<file path="config.mk">
export PLATFORM = sky130hd
export DESIGN_NAME = flush_sequencer
export DESIGN_NICKNAME = d
export VERILOG_FILES = /design/src/rtl/flush_sequencer.sv
export SDC_FILE = /design/constraint.sdc
export NUM_CORES = 1
export LEC_CHECK = 0
export CAP_MARGIN = 10
export CORE_UTILIZATION = 41
export DETAILED_ROUTE_END_ITERATION = 6
export HOLD_SLACK_MARGIN = 0.1
export PLACE_DENSITY = 0.81
export SETUP_SLACK_MARGIN = 0.02
export SKIP_LAST_GASP = 1
export SLEW_MARGIN = 30
export SYNTH_ARGS = -nofsm -noshare
export SYNTH_HDL_FRONTEND = slang
export SYNTH_SLANG_ARGS = --single-unit
</file>
<file path="constraint.sdc">
create_clock -name clk_i -period 2.85 [get_ports clk_i]
set_input_delay 0.285 -clock clk_i [delete_from_list [all_inputs] [get_ports clk_i]]
set_output_delay 0.285 -clock clk_i [all_outputs]
set_load 0.005 [all_outputs]
</file>
<file path="src/rtl/flush_sequencer.sv">
// Recovery sequencer: turns a committed exception or a fence request into an
// ordered abort / synch / clear / redirect sequence for the front end and memory system.
module flush_sequencer #(
  parameter int unsigned XLEN       = 64,
  parameter int unsigned EXC_W      = 4,
  parameter int unsigned CLR_CYCLES = 2
) (
  input  logic             clk_i,
  input  logic             rst_n_i,
  input  logic             except_raised_i,
  input  logic [EXC_W-1:0] except_code_i,
  input  logic [XLEN-1:0]  except_pc_i,
  input  logic [XLEN-1:0]  trap_vector_i,
  input  logic             fence_req_i,
  input  logic [XLEN-1:0]  fence_pc_i,
  output logic             fence_ack_o,
  input  logic             l2c_update_done_i,
  output logic             synch_l1dc_l2c_o,
  output logic             flush_o,
  output logic             abort_o,
  output logic             clr_l1tlb_mshr_o,
  output logic             clr_l2tlb_mshr_o,
  output logic             clear_dmshr_dregs_o,
  output logic             stall_o,
  output logic             redirect_valid_o,
  output logic [XLEN-1:0]  redirect_pc_o,
  output logic [XLEN-1:0]  epc_o,
  output logic [EXC_W-1:0] ecause_o
);

  localparam int unsigned CNT_W = (CLR_CYCLES > 1) ? $clog2(CLR_CYCLES) : 1;

  typedef enum logic [2:0] {
    IDLE     = 3'd0,
    ABORT    = 3'd1,
    SYNCH    = 3'd2,
    CLEAR    = 3'd3,
    REDIRECT = 3'd4
  } state_t;

  state_t           state_q, state_d;
  logic [CNT_W-1:0] cnt_q, cnt_d;
  logic             fence_q, fence_d;
  logic [XLEN-1:0]  epc_d, rpc_d;
  logic [EXC_W-1:0] ecause_d;
  logic             clear_d;

  // Next-state, captured-context and counter logic
  always_comb begin
    state_d  = state_q;
    cnt_d    = cnt_q;
    fence_d  = fence_q;
    epc_d    = epc_o;
    ecause_d = ecause_o;
    rpc_d    = redirect_pc_o;
    case (state_q)
      IDLE: begin
        if (except_raised_i) begin
          epc_d    = except_pc_i;
          ecause_d = except_code_i;
          rpc_d    = trap_vector_i;
          fence_d  = 1'b0;
          state_d  = ABORT;
        end else if (fence_req_i) begin
          rpc_d   = fence_pc_i + XLEN'(4);
          fence_d = 1'b1;
          state_d = SYNCH;
        end
      end
      ABORT: begin
        cnt_d   = CNT_W'(CLR_CYCLES - 1);
        state_d = CLEAR;
      end
      SYNCH: begin
        if (l2c_update_done_i) begin
          cnt_d   = CNT_W'(CLR_CYCLES - 1);
          state_d = CLEAR;
        end
      end
      CLEAR: begin
        if (cnt_q == '0) state_d = REDIRECT;
        else             cnt_d   = cnt_q - CNT_W'(1);
      end
      REDIRECT: state_d = IDLE;
      default:  state_d = IDLE;
    endcase
  end

  // Moore outputs are decoded from the next state so they appear with the state
  assign clear_d = (state_d == CLEAR);

  always_ff @(posedge clk_i or negedge rst_n_i) begin
    if (!rst_n_i) begin
      state_q             <= IDLE;
      cnt_q               <= '0;
      fence_q             <= 1'b0;
      fence_ack_o         <= 1'b0;
      synch_l1dc_l2c_o    <= 1'b0;
      flush_o             <= 1'b0;
      abort_o             <= 1'b0;
      clr_l1tlb_mshr_o    <= 1'b0;
      clr_l2tlb_mshr_o    <= 1'b0;
      clear_dmshr_dregs_o <= 1'b0;
      stall_o             <= 1'b0;
      redirect_valid_o    <= 1'b0;
      redirect_pc_o       <= '0;
      epc_o               <= '0;
      ecause_o            <= '0;
    end else begin
      state_q             <= state_d;
      cnt_q               <= cnt_d;
      fence_q             <= fence_d;
      fence_ack_o         <= (state_d == REDIRECT) && fence_d;
      synch_l1dc_l2c_o    <= (state_d == SYNCH);
      flush_o             <= (state_d == ABORT) || clear_d;
      abort_o             <= (state_d == ABORT);
      clr_l1tlb_mshr_o    <= clear_d;
      clr_l2tlb_mshr_o    <= clear_d;
      clear_dmshr_dregs_o <= clear_d;
      stall_o             <= (state_d != IDLE);
      redirect_valid_o    <= (state_d == REDIRECT);
      redirect_pc_o       <= rpc_d;
      epc_o               <= epc_d;
      ecause_o            <= ecause_d;
    end
  end

endmodule
</file>
== Word-level counts from Yosys, hierarchy flattened ==
Cells that the tools add are included.

* Input port bits: 201
* Word-level logic and storage cells: 45
* Register bits: 144
* Output and inout port bits: 141

* Reductions and logical operators: 9
* Add/sub/neg operators: 2
* Mux-type cells: 13
* Eq/ne operators: 8

{| class="wikitable"
|+ Operators with widths
! operator !! count
|-
| $mux W64 || 2
|-
| $add A64 B3 Y64 const B || 1
|-
| $eq A3 B2 Y1 const B || 4
|-
| $mux W3 || 4
|-
| $pmux W3 S4 || 1
|-
| $eq A3 B1 Y1 const B || 2
|-
| $reduce_and A2 Y1 || 3
|-
| $reduce_bool A3 Y1 || 2
|-
| $mux W1 || 5
|-
| $eq A3 B3 Y1 const B || 1
|-
| $logic_not A3 Y1 || 1
|-
| $pmux W1 S3 || 1
|-
| $ne A2 B2 Y1 const B || 1
|-
| $reduce_bool A2 Y1 || 1
|-
| $logic_and A1 B1 Y1 || 1
|-
| $logic_or A1 B1 Y1 || 1
|-
| $sub A1 B1 Y1 const B || 1
|}

== Logic depth before layout (Yosys ltp) ==
Gate-level depths: netlist of run 1.

* Depth after elaboration: 5
* Mapped depth: 8
* Mapped depth without buffers: 7

== Least setup slack after synthesis of run 1 ==
Ideal clock, no wire load.

* Kind: register to register
* Start: reg state_q[1]
* End: reg epc_o[10]
* Arrival: 1,884 ps
* Period minus slack after synthesis: 2,009 ps
* Stages on the path, launching flop included: 8
* Data required time: 2,725 ps
* Path slack: 841 ps
* Library setup time: 125 ps
* Path buffers: 4
* Path through: dfrtp_1 -> clkbuf_1 -> nor3_1 -> clkbuf_1 -> and2_1 -> buf_2 -> buf_2 -> mux2_2

* Cells in the longest elaborated chain, start to end: 2

{| class="wikitable"
|+ RTL lines
! element !! RTL line !! RTL
|-
| start: declaration || 41 || <nowiki>state_t state_q, state_d;</nowiki>
|-
| start signal: assignment || 110 || <nowiki>state_q <= state_d;</nowiki>
|-
| $logic_not A3 Y1 || 56 || <nowiki>case (state_q)</nowiki>
|-
| $reduce_and A2 Y1 (no source line) || - ||
|-
| end signal: assignment || 123 || <nowiki>epc_o <= epc_d;</nowiki>
|-
| end: declaration || 27 || <nowiki>output logic [XLEN-1:0] epc_o,</nowiki>
|}

Every way passes these cells.
A chain may end at the register's enable or synchronous reset.

== Final worst setup path of run 1 ==
* Start: reg state_q[1]
* End: reg epc_o[24]

Same word-level chain as after synthesis.

==> reports/qor.yml, run 1 <==
place:
  post_dp_cell_area_mm2: 0.0108
  dp_hpwl_um: 17900
  dp_slack_ps: 163
  gp_congestion: 0.969
  io_buffers: 341
worst_setup_path:
  crit_path_max_incr_delay_ps: 510
  cp.arrival_ps: 2550
  path_buf_inv: 1
  path_max_fanout: 31
  crit_family: "simple AND/OR/NAND/NOR gates"
  crit_type: "flop to flop"
  startpoint_type: "flop"
  startpoint: "state_q[1]"
  cp-end-kind: "flop"
  required_ps: 3150
  slowest_stage: "and2_4"
  path_cells: "nor3_2 -> and2_4 -> buf_4 -> mux2_2"
  reg2reg_from: "state_q[1]"
timing:
  rsz0062_at_grt: "no"
  worst_slew_pin_slew_ps: 697
  finalHoldViolations: 0
  period_needed_ps: 2260
  max_freq_ghz: 0.443
  maxSlewHeadroom: 0.535
  setup_viol: 0
  drv_slew: 0
  period_share: 0.792
  finalClockSkew_ps: 10.3
  setup_ws_ps: 593
  tns_ps: 0
synth:
  yosysSeqAreaShare: 0.513
  syn_area_mm2: 0.00703
  synth_fa_ha_area_frac: 0.00178
  syn_avg_cell_area_um2: 10.4
  synth_fp_nets: 879
  synth_compound_area_frac: 0.110
  synth-xor-area-share: 0.0710
  synth_top_family_by_area: "simple AND/OR/NAND/NOR gates"
  synth_top_flop_cell: "dfrtp_1"
  yosys_register_bits: 144
  synthArstFlopShare: 1.00
  yosysWarnings: 0
  synthMuxAreaShare: 0.116
  netlist_instances: 677
  yosys.area_share.simple: 0.160
  synth_edf_count: 0
  yosysUniqueCellTypes: 41
detailed_routing:
  drc_errors: 0
  drt_wl_total_um: 23300
  dr.first_iter.drc_count: 283
  avgViaCountPerCell: 5.27
  num_vias: 6611
  drt-wirelength-per-cell_um: 18.6
  ant_nets: 0
  dr.pass1.iters: 4
cts:
  cts_root_buffer: "clkbuf_16"
  clk_pin_slew_ps: 60
  h-tree-depth: 4
  post_cts_buffers: 0
  postCtsHoldBufs: 1
  numCtsBuffers: 17
  clock_sinks: 144
  cts-resized-gates: 0
  ctsLongestPathBuffers: 2
  cts_tree: "built"
  clock_latency_ps: 410
power_and_ir_drop:
  p_per_area_mw_per_mm2: 914
  irDropWorstVdd_v: 0.000413
  leakage_nw: 4.60
grt:
  grt_max_degree: 71
  grt_pass1_wl_um: 36100
  grt_pass1_vias: 6739
  grt-ovfl-total: 0
  track_usage: 0.266
  antenna_found_initial: 1
floorplan:
  rows: 47
  die_w_um: 133
  core_mm2: 0.0166
  io_pins: 342
  dieArea_mm2: 0.0177
  die_h_um: 133
  start_util: 0.422
finish:
  mostFrequentLayoutCell: "clkdlybuf4s50_1"
  post-route-util: 0.685
  fin_area_mm2: 0.0114
  nNetsFinal: 1224
  synthToLayoutAreaGrowth_pct: 62.1
  drive_above_1_share: 0.134
  fillerInstances: 1327
  mostFrequentLayoutCells: "339 x clkdlybuf4s50_1, 144 x dfrtp_1, 68 x mux2_2, 55 x a21oi_1"
hold_path:
  hold_start: "except_raised_i"
  hold_class: "primary input to flop"
status:
  status: "complete, no violations"
flow_run:
  max-cap-violations: 0
tightest hold or removal path, delay by kind of cell:
kind            cells  cell delay [ps]
compound gates      2              100
buf+inv             1              230
simple gates        1              190
per-stage QoR:
step | hold WS [ps] | std cells | total power, mW
2_1_floorplan | -10.6 | 677 | 5.30
3_3_place_gp | 359 | 1222 | 8.08
3_5_place_dp | 365 | 1222 | 8.23
4_1_cts | 412 | 1254 | 10.5
5_1_grt | 445 | 1255 | 11.0
6_report | 425 | 1255 | 10.4
registers in the layout, indices dropped and copies added (netlist names):
name	count
epc_o	64
redirect_pc_o	64
ecause_o	4
state_q	3
abort_o	1
clear_dmshr_dregs_o	1
cnt_q	1
fence_ack_o	1
fence_q	1
flush_o	1
redirect_valid_o	1
stall_o	1
synch_l1dc_l2c_o	1
per-layer routing:
metal / wire length, um / vias up / part of all wire / track usage
li1: - / 3111 / - / -
met1: 8580 / 3165 / 0.37 / 0.292
met2: 12000 / 289 / 0.52 / 0.475
met3: 1940 / 46 / 0.083 / 0.0782
met4: 764 / 0 / 0.033 / 0.114
met5: 0 / - / 0 / 0
synthesized netlist by cell type (16+ instances only):
library cell / n / area share
nand2_1: 44 / 0.023
xor2_1: 21 / 0.026
clkbuf_1: 26 / 0.014
and3_1: 24 / 0.021
a21oi_1: 55 / 0.039
mux2_2: 68 / 0.11
nand3_1: 25 / 0.018
xnor2_1: 36 / 0.045
o22ai_1: 23 / 0.020
nor3_1: 17 / 0.012
nand4_1: 16 / 0.014
o21ai_0: 53 / 0.038
nor2_1: 53 / 0.028
dfrtp_1: 144 / 0.51
final cells by class:
cell class              count  area (um2)  share of cell area
diodes                      1        2.50            0.000220
clock buffers              18         439              0.0385
repair buffers            366        3650               0.320
inverters                   9        33.8             0.00296
flip-flops and latches    144        3600               0.316
multi-input cells         484        3240               0.284
well taps                 220         275              0.0242
clock inverters            13         151              0.0133
cells by family (layout without fill, tap and decap cells):
logic type                 Yosys count  in the layout
and+or+nand+nor                    210            210
xor gates and xnor gates            57             57
adders and majority gates            1              1
DFF                                144            144
AOI/OAI and AO/OA                  143            143
buffers and inverters               49            406
muxes                               73             73
other                                0              1
where the power goes:
part	total, mW	switching, mW	internal, mW
registers	3.64	0.570	3.07
clock network	2.25	0.919	1.33
logic	4.53	1.68	2.84
total	10.4	3.17	7.24
worst paths after layout:
kind                                           to  slack [ps]  depth (start not counted)
worst min register to register   redirect_pc_o[9]         480                          2
max in group asynchronous             ecause_o[0]        1500                          3
worst max register to register          epc_o[24]         590                          4
worst min-delay path            redirect_pc_o[18]         430                          4
worst max-delay path                    epc_o[24]         590                          4
min in group asynchronous       redirect_pc_o[47]         480                          2
No activity file was read; power rests on OpenSTA's default activity.
==> run 2: changes to the inputs <==
==> constraint.sdc (replaced) <==
create_clock -name clk_i -period 2.1 [get_ports clk_i]
set_input_delay 0.21 -clock clk_i [delete_from_list [all_inputs] [get_ports clk_i]]
set_output_delay 0.21 -clock clk_i [all_outputs]
set_load 0.005 [all_outputs]
==> reports/qor.yml, run 2 (synthesis gave the netlist of run 1 again) <==
timing:
  drv_slew: 0  # unchanged
  worst_slew_pin_slew_ps: 552  # -144 ps
  period_share: 0.952
  finalClockSkew_ps: 12.2  # +1.88 ps
  period_needed_ps: 2000
  maxSlewHeadroom: 0.632  # +0.0963
  setup_viol: 0  # unchanged
  max_freq_ghz: 0.500
  finalHoldViolations: 0  # unchanged
  rsz0062_at_grt: "no"
place:
  post_dp_cell_area_mm2: 0.0114  # +6.0%
  gp_congestion: 0.940  # -3.0%
  dp_hpwl_um: 18500  # +3.3%
  io_buffers: 341  # unchanged
finish:
  synthToLayoutAreaGrowth_pct: 71.6
  fin_area_mm2: 0.0121  # +5.9%
  seqCellArea_mm2: 0.00360  # unchanged
  multi_input_area_mm2: 0.00325  # +0.19%
  mostFrequentLayoutCells: "339 x clkdlybuf4s50_1, 144 x dfrtp_1, 101 x buf_4, 68 x mux2_2, 55 x a21oi_1"
  nNetsFinal: 1307  # +6.8%
  reg_top3: "epc_o x64, redirect_pc_o x64, ecause_o x4"
  antenna_cells: 0  # -1
  drive_above_1_share: 0.200  # +0.0659
  fillerInstances: 1264  # -4.7%
  mostFrequentLayoutCell: "clkdlybuf4s50_1"
  post-route-util: 0.725  # +0.0401
cts:
  clock_sinks: 144  # unchanged
  clk_pin_slew_ps: 70  # about the same
  h-tree-depth: 4  # unchanged
  clock_latency_ps: 410  # about the same
  cts_tree: "built"
  ctsLongestPathBuffers: 2  # unchanged
  cts_root_buffer: "clkbuf_16"
  numCtsBuffers: 17  # unchanged
floorplan:
  die_h_um: 133  # unchanged
  rows: 47  # unchanged
  start_util: 0.422  # unchanged
  core_mm2: 0.0166  # unchanged
  die_w_um: 133  # unchanged
  io_pins: 342  # unchanged
  dieArea_mm2: 0.0177  # unchanged
status:
  status: "complete, no violations"
worst_setup_path:
  path_max_fanout: 3  # -90%
  required_ps: 2450  # -700 ps
  r2r_slack_ps: 310  # -280 ps
  crit_type: "primary input to flop"
  startpoint_type: "primary input"
  cp.arrival_ps: 2350  # -200 ps
  cp-end-kind: "flop"
detailed_routing:
  drt-wirelength-per-cell_um: 17.9  # -3.5%
  dr.first_iter.drc_count: 354  # +25%
  ant_nets: 0  # unchanged
  drc_errors: 0  # unchanged
  num_vias: 6904  # +4.4%
  drt_wl_total_um: 24000  # +2.9%
  dr.pass1.iters: 5  # +1
  avgViaCountPerCell: 5.16  # -2.0%
power_and_ir_drop:
  leakage_nw: 5.01  # +8.9%
  p_per_area_mw_per_mm2: 1190  # +30%
  irDropWorstVdd_v: 0.000699  # +69%
grt:
  grt_pass1_wl_um: 37600  # +4.2%
  grt_pass1_vias: 7091  # +5.2%
  grt-ovfl-total: 0  # unchanged
  grt_max_degree: 54  # -24%
  antenna_found_initial: 0  # -1
  track_usage: 0.275  # +0.00958
flow_run:
  max-cap-violations: 0  # unchanged
hold_path:
  hold_class: "primary input to asynchronous set/reset pin"
run 2: per-stage QoR:
step | cells | TNS [ps] | worst slack, ps | hold WS [ps] | power [mW]
6_report | 1338 | 0 | 102 | 332 | 14.3
5_1_grt | 1338 | 0 | 26.7 | 352 | 15.1
4_1_cts | 1338 | 0 | 112 | 309 | 14.5
3_5_place_dp | 1305 | -6390 | -308 | 219 | 11.3
3_3_place_gp | 1305 | -4740 | -260 | 214 | 11.1
2_1_floorplan | 677 | 0 | 91.2 | -85.6 | 7.19
run 2: final timing paths:
kind                              startpoint           endpoint  cells after the start
min in group clk_i           except_raised_i            flush_o                      3
setup reg to reg                  state_q[1]  redirect_pc_o[36]                      6
setup / recovery              fence_pc_i[45]  redirect_pc_o[57]                      7
hold / removal                       rst_n_i  redirect_pc_o[53]                      2
hold reg to reg            redirect_pc_o[17]  redirect_pc_o[17]                      2
max in group asynchronous            rst_n_i  redirect_pc_o[16]                      3
run 2: report_power, final:
part / total [mW] / leakage, nW / internal (mW) / switching, mW
clock: 3.11 / 0.289 / 1.82 / 1.29
combinational: 6.27 / 3.00 / 3.96 / 2.31
sequential: 4.93 / 1.73 / 4.16 / 0.764
total: 14.3 / 5.01 / 9.95 / 4.36
run 2: area by class of cell:
type	count	area share
well taps	220	0.0228
flip-flops and latches	144	0.299
repair buffers	449	0.356
clock buffers	18	0.0364
clock inverters	14	0.0138
inverters	9	0.00280
multi-input cells	484	0.269
run 2: timing repair:
action,4_1_cts,5_1_grt
buffers inserted,0,0
hold endpoints to repair,47,0
setup endpoints to repair,0,2
hold buffers,1,0
gates resized for setup,0,1
run 2: metal layers:
metal,vias to the layer above,part of all wire,track usage,wire (um)
li1,3279,-,-,-
met1,3289,0.38,0.314,9150
met2,288,0.53,0.501,12600
met3,48,0.063,0.0613,1520
met4,0,0.029,0.101,694
met5,-,0,0,0
run 2: critical path: stages:
cell and delay [ps]:
clkdlybuf4s50_1 490, nand3_1 150, or3_1 390, or3_1 340, or4_1 470, a21oi_1 180, a211o_1 130
